--- src/rtl/game_pkg.sv ---
// Shared types and helpers for the game timing blocks.
// Contents: timer FSM state type, BCD digit limit, clamp and BCD-to-binary helpers.
package game_pkg;

   typedef enum logic [1:0] {
      IDLE    = 2'd0,
      RUN     = 2'd1,
      PAUSE   = 2'd2,
      EXPIRED = 2'd3
   } timer_state_t;

   localparam logic [3:0] BCD_MAX = 4'd9;

   function automatic logic [3:0] bcd_clamp(input logic [3:0] d);
      return (d > BCD_MAX) ? BCD_MAX : d;
   endfunction

   function automatic logic [6:0] bcd_to_bin(input logic [3:0] t,
                                             input logic [3:0] o);
      return ({3'b000, t} * 7'd10) + {3'b000, o};
   endfunction

endpackage

--- src/rtl/bcd_down_counter.sv ---
// Two-digit BCD down counter with clamped load and decrement enable.
// Ports: clk, rst (async active-low), load_i/load_tens_i/load_ones_i,
//        dec_i, tens_o/ones_o (digits), zero_next_o (01 and decrementing).
module bcd_down_counter
   import game_pkg::*;
#(
   parameter logic [3:0] RST_TENS = 4'd6,
   parameter logic [3:0] RST_ONES = 4'd0
) (
   input  logic       clk,
   input  logic       rst,
   input  logic       load_i,
   input  logic [3:0] load_tens_i,
   input  logic [3:0] load_ones_i,
   input  logic       dec_i,
   output logic [3:0] tens_o,
   output logic [3:0] ones_o,
   output logic       zero_next_o
);

   logic [3:0] tens_q, tens_d;
   logic [3:0] ones_q, ones_d;
   logic       nonzero;

   assign nonzero = (tens_q != 4'd0) || (ones_q != 4'd0);

   always_comb begin
      tens_d = tens_q;
      ones_d = ones_q;
      if (load_i) begin
         tens_d = bcd_clamp(load_tens_i);
         ones_d = bcd_clamp(load_ones_i);
      end else if (dec_i && nonzero) begin
         if (ones_q != 4'd0) begin
            ones_d = ones_q - 4'd1;
         end else begin
            ones_d = BCD_MAX;
            tens_d = tens_q - 4'd1;
         end
      end
   end

   always_ff @(posedge clk or negedge rst) begin
      if (!rst) begin
         tens_q <= RST_TENS;
         ones_q <= RST_ONES;
      end else begin
         tens_q <= tens_d;
         ones_q <= ones_d;
      end
   end

   assign tens_o      = tens_q;
   assign ones_o      = ones_q;
   assign zero_next_o = dec_i && (tens_q == 4'd0) && (ones_q == 4'd1);

endmodule

--- src/rtl/countdown_timer.sv ---
// Game countdown timer: BCD seconds counting down on prescaler ticks.
// Ports: clk, rst (async active-low), tick, load/load_tens/load_ones,
//        start, pause; outputs tens, ones, running, warn, time_up, expired.
module countdown_timer
   import game_pkg::*;
#(
   parameter logic [3:0] DEFAULT_TENS = 4'd6,
   parameter logic [3:0] DEFAULT_ONES = 4'd0,
   parameter logic [6:0] WARN_SECS    = 7'd10
) (
   input  logic       clk,
   input  logic       rst,
   input  logic       tick,
   input  logic       load,
   input  logic [3:0] load_tens,
   input  logic [3:0] load_ones,
   input  logic       start,
   input  logic       pause,
   output logic [3:0] tens,
   output logic [3:0] ones,
   output logic       running,
   output logic       warn,
   output logic       time_up,
   output logic       expired
);

   timer_state_t state_q, state_d;
   logic         expired_q, expired_d;
   logic         cnt_load;
   logic         cnt_dec;
   logic         zero_next;
   logic         digits_zero;
   logic         go;
   logic [6:0]   secs;

   // Load is honoured everywhere except while counting.
   assign cnt_load = load && (state_q != RUN);
   assign cnt_dec  = tick && (state_q == RUN);

   bcd_down_counter #(
      .RST_TENS (DEFAULT_TENS),
      .RST_ONES (DEFAULT_ONES)
   ) u_cnt (
      .clk         (clk),
      .rst         (rst),
      .load_i      (cnt_load),
      .load_tens_i (load_tens),
      .load_ones_i (load_ones),
      .dec_i       (cnt_dec),
      .tens_o      (tens),
      .ones_o      (ones),
      .zero_next_o (zero_next)
   );

   assign digits_zero = (tens == 4'd0) && (ones == 4'd0);
   // Pause dominates start; a same-cycle load takes priority over start.
   assign go = start && !pause && !load;

   always_comb begin
      state_d = state_q;
      unique case (state_q)
         IDLE: begin
            if (go) state_d = digits_zero ? EXPIRED : RUN;
         end
         RUN: begin
            if (zero_next)  state_d = EXPIRED;
            else if (pause) state_d = PAUSE;
         end
         PAUSE: begin
            if (go) state_d = RUN;
         end
         EXPIRED: begin
            if (load) state_d = IDLE;
         end
         default: state_d = IDLE;
      endcase
      expired_d = (state_d == EXPIRED) && (state_q != EXPIRED);
   end

   always_ff @(posedge clk or negedge rst) begin
      if (!rst) begin
         state_q   <= IDLE;
         expired_q <= 1'b0;
      end else begin
         state_q   <= state_d;
         expired_q <= expired_d;
      end
   end

   assign secs    = bcd_to_bin(tens, ones);
   assign running = (state_q == RUN);
   assign time_up = (state_q == EXPIRED);
   assign expired = expired_q;
   assign warn    = ((state_q == RUN) || (state_q == PAUSE)) &&
                    (secs != 7'd0) && (secs <= WARN_SECS);

endmodule

--- config.mk ---
export PLATFORM = sky130hd
export DESIGN_NAME = countdown_timer
export DESIGN_NICKNAME = d
export VERILOG_FILES = /design/src/rtl/game_pkg.sv /design/src/rtl/bcd_down_counter.sv /design/src/rtl/countdown_timer.sv
export SDC_FILE = /design/constraint.sdc
export NUM_CORES = 1
export LEC_CHECK = 0
export ABC_AREA = 0
export BUFFER_PORTS_ARGS = -buffer_cell sky130_fd_sc_hd__buf_2
export CAP_MARGIN = 10
export CORE_MARGIN = 10
export CORE_UTILIZATION = 57
export DETAILED_ROUTE_END_ITERATION = 10
export GPL_TIMING_DRIVEN = 0
export PLACE_DENSITY = 0.91
export SYNTH_ARGS = -nofsm -noshare
export SYNTH_HDL_FRONTEND = slang
export SYNTH_HIERARCHICAL = 1
export SYNTH_SLANG_ARGS = --single-unit
--- constraint.sdc ---
create_clock -name clk -period 5.8 [get_ports clk]
set_input_delay 0.87 -clock clk [delete_from_list [all_inputs] [get_ports clk]]
set_output_delay 0.87 -clock clk [all_outputs]
set_load 0.005 [all_outputs]
==> summary by stage <==
Outcome
The run finished with clean final reports.

Job
The count of max-cap constraint violations is 0.

Logic synthesis
The adder and majority gate portion of the synthesized area is between 10% and 20%. Yosys mapped the design onto 49 distinct sky130hd cell types. Averaged over all synthesized cells, the footprint is 8.93 um2. By area the synthesized netlist is led by sky130_fd_sc_hd__dfrtp_1, sky130_fd_sc_hd__ha_1, sky130_fd_sc_hd__inv_1. After synthesis, the largest family of logic cells by area is simple AND/OR/NAND/NOR gates.

The cell area after technology mapping is 0.00110 mm2. The fraction of the mapped netlist area in compound gates is 20.5%. The cell count after synthesis came out at approximately 120.

The area share of and/or/nand/nor cells after synthesis is 26.5%. The multiplexer area fraction after synthesis is approximately 1.8%. The share of synthesized area in the top cell type comes to about a fifth. Counting flops with a built-in enable in the synthesized netlist gives 0. Of the synthesized area, sequential elements account for 25.3%. The leading register cell type out of synthesis is sky130_fd_sc_hd__dfrtp_1. The post-synthesis register bit count is 11. The net count of the mapped netlist is 152. The xor/xnor cell area share of the yosys netlist is ~1.6%. The total of warnings raised by yosys is 6. The dominant cell type by area after synthesis is sky130_fd_sc_hd__dfrtp_1. Counting flops with an async set or reset pin after synthesis yields a share of 100%.

Power and ir drop
The internal cell power is around 320 uW. The part of the total power dissipated in combinational logic is 62.8%. The relative contribution of sequential cells to total power is 28.8%. Summed over all cells, the static leakage comes to roughly 0.00060 uW.

Of the total power, the share spent switching nets is a little under 50%. The share of total power in the clock network is slightly above 8%. The power density of the placed cells is between 400 and 500 mW/mm2.

The net switching power is 308 uW. The largest voltage drop on the vdd net is between 0.3 and 0.4 mV.

Final layout
Registers take around 280 um2. The repair_antennas step left the layout with diodes totalling 0. The footprint of the multi-input gates is approximately 760 um2. The library cells used most frequently in the layout, excluding fill and tap cells, are sky130_fd_sc_hd__buf_2, sky130_fd_sc_hd__inv_1, sky130_fd_sc_hd__ha_1. The total number of nets in the final design is about 180. The filler cell count in the final layout is roughly 140.

The finished layout holds between 150 and 200 standard cells, fillers aside. Leaving out fill and tap cells, the most frequent cell in the layout is sky130_fd_sc_hd__buf_2. The fraction of final layout cells with drive strength greater than 1 is approximately 25%. From synthesis to final layout, the design area changed by 16.6%.

GRT
Entering global routing, the biggest net connects 12 pins. The initial antenna violation count is 0. The global routing usage summed across all routing layers is around 14%. Global routing finished with a remaining overflow of 0. The wire length of the first global-routing pass is about 4900 um. The via count of the first global-routing pass is between 1000 and 1500.

Timing
Setup repair after global routing left no endpoint under its margin. The final setup TNS is 0 ns. The total count of max-transition violations in the final report came to 0. Of the available clock period, the critical path in the final layout requires between 60 and 70%.

The total count of hold-check failures in the final report is 0. The maximum operating frequency is about 280 MHz. Clock skew on the completed layout was measured at between 0.007 and 0.008 ns. The headroom to the max-slew limit is about 70%. The final setup violation count is 0. The measured slew at the worst slew-check pin is 0.463 ns. The final critical path time including I/O delays and setup is 3.54 ns.

Floorplanning
The floorplan has 15 rows. For this design the top-level I/O count stands at 26. The horizontal die dimension is 63.9 um. The die covers slightly above 0.004 mm2.

The core region is 0.00178 mm2. The height of the chip is approximately 64 um. The starting density of the core is 61.6%.

CTS
No sink is reached through more buffers than the 2 on the longest clock path. The clock drives 11 sinks. Clock-pin slew was measured on the worst setup and hold paths at ~0.07 ns. The number of hold buffers added after cts is 0.

TritonCTS built the clock tree. In this run the clock root is driven by a sky130_fd_sc_hd__clkbuf_4. The number of cells upsized or downsized after cts is 0. For the worst-skew pair, the clock arrives at the later sink with an insertion delay of around 0.27 ns. Buffers inserted during clock tree synthesis total 3. In this run the number of H-tree levels came out at 1. The number of setup buffers added after CTS is 0.

Placed design
The number of placed instances, taps included, is 173. The final weighted congestion of routability-driven global placement is roughly 0.9. During placement, the flow inserted port buffers numbering 25. Summed over all nets, the half-perimeter wirelength after detailed placement is about 2300 um.

Drt
The wire length after detailed routing is 2870 um. The number of nets still failing antenna checks after routing is 0. The number of vias per cell after detailed routing is 6.04. After detailed routing, the number of remaining DRC violations is 0. Dividing the detail-routed wire length by the instance count gives approximately 16 um. After the first detailed-routing iteration, the DRC count stood at 50. The first-pass iteration count of the detailed router is 4. The routed via count is between 1000 and 1500.

Worst setup path
The peak fanout along the critical path is 8. The cell type group with the largest total delay on the critical path is adder cells. The peak per-stage delay on the critical path is 0.62 ns.

The critical path data arrival time is roughly 2.7 ns. The destination of the worst register-to-register timing path is expired. Measured in cells, the most critical reg-to-reg path has a length of 9.

The category of the worst setup path capture point is a primary output. The worst setup slack for register-to-register paths is 3.73 ns. The slowest stage of the critical path is the sky130_fd_sc_hd__dfstp_2 cell.

The startpoint identified for the worst register-to-register timing path is u_cnt/tens_o[1]. The signal on the critical path passes through ha_1 -> ha_1 -> inv_1 -> fa_1 -> inv_1 -> o21ai_1 -> a221o_1 -> a211oi_2 -> buf_2. STA classifies the critical path startpoint as a flip-flop. The number of buffers and inverters on the critical path is 3. The category of the most critical setup path is reg2out. STA puts the critical path data required time at ~4.9 ns.

Min path
The type of the most critical hold path is in2async.
[metal layers]
| layer | part of all wire (%) | routed length, um | up-vias | track usage (%) |
|---|---|---|---|---|
| met5 | 0 | 0 | - | 0 |
| met3 | 5.0 | 144 | 10 | 3.66 |
| met2 | 50 | 1430 | 36 | 24.3 |
| met4 | 2.9 | 82 | 0 | 7.92 |
| li1 | - | - | 508 | - |
| met1 | 42 | 1210 | 515 | 16.4 |
[power by group through the flow]
stage	clock, uW	sequential, uW	combinational [uW]
final	52.4	182	396
after detailed placement	0	181	393
after global placement	0	176	366
after CTS	54.2	180	396
after global routing	58.7	189	453
after floorplan	0	166	284
[final cells by class]
type	instances	share of cell area [%]
inverter	16	4.69
multi-input combinational	95	59.1
buffer	1	0.293
timing repair buffer	25	9.77
tap	25	2.44
clock buffer	4	2.05
sequential	11	21.7
[cells in the mapped netlist, types with 3 or more instances]
master                     n
sky130_fd_sc_hd__inv_1    16
sky130_fd_sc_hd__nor2_1    4
sky130_fd_sc_hd__nand2_1   6
sky130_fd_sc_hd__o22ai_1   3
sky130_fd_sc_hd__nor3b_1   3
sky130_fd_sc_hd__a31oi_1   4
sky130_fd_sc_hd__nand3_1   4
sky130_fd_sc_hd__a21oi_1   3
sky130_fd_sc_hd__dfrtp_1   9
sky130_fd_sc_hd__nor2b_1   5
sky130_fd_sc_hd__ha_1     13
sky130_fd_sc_hd__o21ai_0   7
[sequential cells by signal, indices dropped and copies added (netlist names)]
name          count
expired           1
state_q           2
u_cnt/ones_o      4
u_cnt/tens_o      4
[worst max path at each step]
stage                          startpoint  endpoint  slack, ns  depth (start not counted)
after detailed placement  u_cnt/tens_o[1]      warn       2.57                          9
after global placement    u_cnt/tens_o[1]      warn       2.62                          9
after floorplan           u_cnt/tens_o[1]      warn       2.79                          8
after CTS                 u_cnt/tens_o[1]      warn       2.26                          9
final                     u_cnt/tens_o[1]      warn       2.26                          9
after global routing      u_cnt/tens_o[1]      warn       2.10                          9
[worst reg2reg max path: stages (launching register included)]
cell	delay (ns)
sky130_fd_sc_hd__dfstp_2	0.62
sky130_fd_sc_hd__inv_1	0.08
sky130_fd_sc_hd__ha_1	0.19
sky130_fd_sc_hd__and2b_1	0.20
sky130_fd_sc_hd__nand3_1	0.09
sky130_fd_sc_hd__nor2_1	0.06
sky130_fd_sc_hd__o21a_1	0.18
sky130_fd_sc_hd__o221ai_1	0.17
sky130_fd_sc_hd__o211ai_1	0.16
sky130_fd_sc_hd__and3b_1	0.21
[metrics by stage]
stage	hold slack (ns)	instance area [um2]	power, uW	utilization (%)	setup slack (ns)
floorplan	0.545	1100	450	-	2.79
global placement	0.601	1250	543	70.4	2.62
detailed placement	0.633	1250	574	70.4	2.57
CTS	0.448	1280	630	71.9	2.26
global route	0.444	1280	701	71.9	2.10
finish	0.450	1280	630	71.9	2.26
[cell families (layout without fill, tap and decap cells)]
logic type / Yosys count / count (layout)
xor gates and xnor gates: 2 / 2
adders and majority gates: 15 / 15
and+or+nand+nor: 44 / 44
muxes: 2 / 2
AOI/OAI and AO/OA: 32 / 32
buffers and inverters: 17 / 46
DFF: 11 / 11
Power figures use the tool's default switching activity.
